**src/rtl/button_event_ctrl.sv**
```systemverilog
// Button event FSM (PRESS/RELEASE/LONG/REPEAT) feeding a one-entry valid/ready output register.
// Events appear one cycle after the sampled edge; an event arriving while the register is stalled is dropped and latches overflow.
module button_event_ctrl #(
  parameter int LONG_TICKS   = 6_000_000,
  parameter int REPEAT_TICKS = 1_200_000
) (
  input  logic       clk,
  input  logic       rst,
  input  logic       debounced_in,
  input  logic       event_ready,
  output logic       event_valid,
  output logic [1:0] event_code,
  output logic       held,
  output logic       overflow
);

  localparam int MAX_TICKS = (LONG_TICKS > REPEAT_TICKS) ? LONG_TICKS : REPEAT_TICKS;
  localparam int CW        = (MAX_TICKS > 1) ? $clog2(MAX_TICKS) : 1;
  localparam logic [CW-1:0] LONG_LAST   = CW'(LONG_TICKS - 1);
  localparam logic [CW-1:0] REPEAT_LAST = CW'(REPEAT_TICKS - 1);

  typedef enum logic [1:0] {
    ST_IDLE      = 2'd0,
    ST_PRESSED   = 2'd1,
    ST_REPEATING = 2'd2
  } state_t;

  typedef enum logic [1:0] {
    EV_PRESS   = 2'b00,
    EV_RELEASE = 2'b01,
    EV_LONG    = 2'b10,
    EV_REPEAT  = 2'b11
  } ev_t;

  state_t          r_state;
  logic [CW-1:0]   r_cnt;
  logic            r_vld;
  logic [1:0]      r_code;
  logic            r_held;
  logic            r_ovf;

  state_t          w_state_nxt;
  logic [CW-1:0]   w_cnt_nxt;
  logic            w_ev_gen;
  ev_t             w_ev_code;
  logic            w_load;
  logic            w_drop;
  logic            w_xfer;

  // Release is checked before the threshold so it wins on a coincident edge.
  always_comb begin
    w_state_nxt = r_state;
    w_cnt_nxt   = r_cnt;
    w_ev_gen    = 1'b0;
    w_ev_code   = EV_PRESS;
    case (r_state)
      ST_IDLE: begin
        w_cnt_nxt = '0;
        if (debounced_in) begin
          w_state_nxt = ST_PRESSED;
          w_ev_gen    = 1'b1;
          w_ev_code   = EV_PRESS;
        end
      end
      ST_PRESSED: begin
        if (!debounced_in) begin
          w_state_nxt = ST_IDLE;
          w_cnt_nxt   = '0;
          w_ev_gen    = 1'b1;
          w_ev_code   = EV_RELEASE;
        end else if (r_cnt == LONG_LAST) begin
          w_state_nxt = ST_REPEATING;
          w_cnt_nxt   = '0;
          w_ev_gen    = 1'b1;
          w_ev_code   = EV_LONG;
        end else begin
          w_cnt_nxt = r_cnt + CW'(1);
        end
      end
      ST_REPEATING: begin
        if (!debounced_in) begin
          w_state_nxt = ST_IDLE;
          w_cnt_nxt   = '0;
          w_ev_gen    = 1'b1;
          w_ev_code   = EV_RELEASE;
        end else if (r_cnt == REPEAT_LAST) begin
          w_cnt_nxt = '0;
          w_ev_gen  = 1'b1;
          w_ev_code = EV_REPEAT;
        end else begin
          w_cnt_nxt = r_cnt + CW'(1);
        end
      end
      default: begin
        w_state_nxt = ST_IDLE;
        w_cnt_nxt   = '0;
      end
    endcase
  end

  // A transfer in the same cycle frees the slot, so back-to-back events load without a bubble.
  assign w_xfer = r_vld && event_ready;
  assign w_load = w_ev_gen && (!r_vld || event_ready);
  assign w_drop = w_ev_gen && r_vld && !event_ready;

  always_ff @(posedge clk) begin
    if (rst) begin
      r_state <= ST_IDLE;
      r_cnt   <= '0;
      r_vld   <= 1'b0;
      r_code  <= 2'b00;
      r_held  <= 1'b0;
      r_ovf   <= 1'b0;
    end else begin
      r_state <= w_state_nxt;
      r_cnt   <= w_cnt_nxt;
      r_held  <= (w_state_nxt != ST_IDLE);
      if (w_load) begin
        r_vld  <= 1'b1;
        r_code <= w_ev_code;
      end else if (w_xfer) begin
        r_vld <= 1'b0;
      end
      if (w_drop) begin
        r_ovf <= 1'b1;
      end
    end
  end

  assign event_valid = r_vld;
  assign event_code  = r_code;
  assign held        = r_held;
  assign overflow    = r_ovf;

endmodule
```
**config.mk**
```make
export PLATFORM = sky130hd
export DESIGN_NAME = button_event_ctrl
export DESIGN_NICKNAME = d
export VERILOG_FILES = /design/src/rtl/button_event_ctrl.sv
export SDC_FILE = /design/constraint.sdc
export NUM_CORES = 1
export LEC_CHECK = 0
export CAP_MARGIN = 20
export CORE_ASPECT_RATIO = 1.4
export CORE_MARGIN = 3
export CORE_UTILIZATION = 40
export DETAILED_ROUTE_END_ITERATION = 16
export GPL_TIMING_DRIVEN = 0
export HOLD_SLACK_MARGIN = 0.15
export PLACE_DENSITY_LB_ADDON = 0.08
export SYNTH_ARGS = -nofsm -noshare
export SYNTH_HDL_FRONTEND = slang
export SYNTH_SLANG_ARGS = --single-unit
```
**constraint.sdc**
```tcl
create_clock -name clk -period 5.78 [get_ports clk]
set_input_delay 0.867 -clock clk [delete_from_list [all_inputs] [get_ports clk]]
set_output_delay 0.867 -clock clk [all_outputs]
set_load 0.01 [all_outputs]
```
==> run summary <==
worst setup path category = reg -> reg
Max-slew headroom = 71.1%
Final ANT Viol Nets = 0
largest buffer count on any clock path = 2
setup tns final = 0 ns
Max Cap Violations = 0
port buffer count = 8
Post-synth EDFFs = 0
Pins Over Slew Limit = 0
Placed Instances = 224
worst setup path startpoint = r_cnt[0]
worst-path fanout max = 10
CP required = 5.94 ns
status = finished, final reports clean
Static Leak = 0.548 nW
area of the multi-input gates = 866 um^2
area grow syn2layout = 13.9%
CTS Buf Count = 5
CTS tree = yes
via count = 1239
PwrDens = 227 mW/mm^2
number of global-route vias before repair = 1222
synth unique cells = 40
Reg2Reg Setup Slack = 3.53 ns
Boundary Pins = 9
CP cell instances = ha_1 > nand4_1 > or4_4 > o21a_1 > o211ai_2 > buf_6 > nor2_1
Initial Util = 43.2%
RR Startpoint = r_cnt[0]
most frequent cells in the layout = nor2_1, dfxtp_1, xnor2_1
post-cts resize count = 0
Final Skew = 0.00470 ns
area leader, netlist = dfxtp_1
row cnt = 25
WL per Instance = 13.4 um
# DRC = 0
Worst-Skew Late Latency = 0.27 ns
fin crit share = 38.9%
Ys Warns = 0
Slew @ Worst Pin = 0.428 ns
detailed placement HPWL = 2.39 mm
Mapped Nets = 185
endpoint type of the worst setup path = register
Tmin final = 2.25 ns
#FFs+latches synth = 30
GRT Residual Overflow = 0
Die ar. = 0.00461 mm^2
Die Span Y = 79.1 um
RSZ-0062 raised after global routing = false
share of cells above drive strength 1 = 8.95%
delay of the slowest critical-path stage = 0.59 ns
DRT Wirelength = 3.09 mm
worst path arrival time = 2.41 ns
Setup violations, final = 0
crit path capture = r_cnt[3]
count of non-filler cells in the finished layout = 230
# clock sinks = 30
crit path max-delay cell type = or4_4
Total GRT Usage = 15.5%
Syn Area/Cell = 8.68 um^2
Hold Buf Count CTS = 0
antenna violations before repair = 0
ys async rst share = 0%
crit start category = register
Layout Nets = 200
clk slew on worst S/H paths = 0.06 ns
R2R cell count = 7
sequential cell area fraction in the yosys report = 39.3%
Die Width = 58.2 um
Syn Inst Count = 176
1st-pass router iterations = 4
# Post-CTS Setup Buffers = 0
GP Congestion = 0.782
H-tree lvl count = 2
global-route wire length before repair = 5.49 mm
post-synth top area share = 39.3%
# fillers = 347
Fin. Hold Viols = 0
starting DRC count in detailed routing = 58
max frequency = 445 MHz
VDD IR max = 117 uV
clock root cell = clkbuf_8
Post-Syn Area = 0.00153 mm^2
routed vias/inst = 5.39
Reg-to-Reg End = r_cnt[3]
synth top area cells = dfxtp_1, xnor2_1, nor2_1
Min-Delay Path Class = reg -> reg
storage element area = 601 um^2
Antenna Cells = 0
Top FF cell, synth = dfxtp_1
CORE AREA = 0.00353 mm^2
largest net degree at the start of global routing = 11
## layout make-up
type | count | share of cell area [%]
plain buffers | 3 | 1.58
clock buffers | 6 | 4.74
inverters | 9 | 1.94
multi-input cells | 134 | 49.7
flip-flops and latches | 30 | 34.5
well taps | 40 | 2.88
repair buffers | 8 | 4.60
## power breakdown
group,internal [mW],switching [mW]
clock,0.0914,0.0670
combinational,0.0126,0.0126
sequential,0.210,0.00180
## worst min path at each step
stage             startpoint            end  cells past startpoint
2_1_floorplan       r_cnt[0]       r_cnt[0]                      1
5_1_grt        event_code[0]  event_code[0]                      2
4_1_cts             r_cnt[0]       r_cnt[0]                      1
3_5_place_dp        r_cnt[0]       r_cnt[0]                      1
3_3_place_gp        r_cnt[0]       r_cnt[0]                      1
6_report            r_cnt[0]       r_cnt[0]                      1
## through the flow
stage / setup slack [ns] / total power [mW] / hold WS (ns) / cell area (um^2) / utilization [%]
after floorplan: 3.77 / 0.231 / 0.412 / 1530 / -
after global placement: 3.55 / 0.241 / 0.429 / 1660 / 46.9
after detailed placement: 3.52 / 0.242 / 0.441 / 1660 / 46.9
after CTS: 3.51 / 0.404 / 0.455 / 1740 / 49.2
after global routing: 3.36 / 0.419 / 0.494 / 1740 / 49.2
final: 3.53 / 0.395 / 0.449 / 1740 / 49.2
## state kept, by name, summed over array words and instances (netlist names)
signal       count
event_code       2
event_valid      1
held             1
overflow         1
r_cnt           23
r_state          2
## cells by family (layout without fill, tap and decap cells)
group	count (synthesis)	after routing	synth area share, %
xor gates and xnor gates	21	21	12.0
muxes	1	1	0.655
AOI/OAI and AO/OA	19	19	8.68
and+or+nand+nor	88	88	31.2
adders and majority gates	5	5	4.10
buffers and inverters	12	26	4.01
DFF	30	30	39.3
## worst max-delay path: cells and delay by family, from the launching register on
family,cells,cell delay [ns]
AOI/OAI and AO/OA,2,0.54
adders and majority gates,1,0.23
buffers and inverters,1,0.19
DFF,1,0.35
and+or+nand+nor,3,0.82
## synthesized netlist by cell type, types with 2 or more instances
master / count
dfxtp_1: 30
nor2_1: 30
xnor2_1: 15
inv_1: 9
nand2_1: 9
nand3_1: 9
nor3_1: 8
nand4_1: 7
a21oi_1: 6
xor2_1: 6
ha_1: 5
nand2b_1: 4
o21a_1: 4
and4_1: 3
and2_1: 2
and2b_2: 2
buf_6: 2
nand4b_1: 2
nor4_1: 2
## metal layers
| layer | vias to the layer above | GRT usage (%) | routed length [um] |
|---|---|---|---|
| li1 | 638 | - | - |
| met1 | 572 | 16.9 | 1280 |
| met2 | 21 | 26.1 | 1640 |
| met3 | 8 | 3.90 | 92 |
| met4 | 0 | 9.98 | 70 |
| met5 | - | 0 | 0 |
Power figures use the tool's default switching activity.
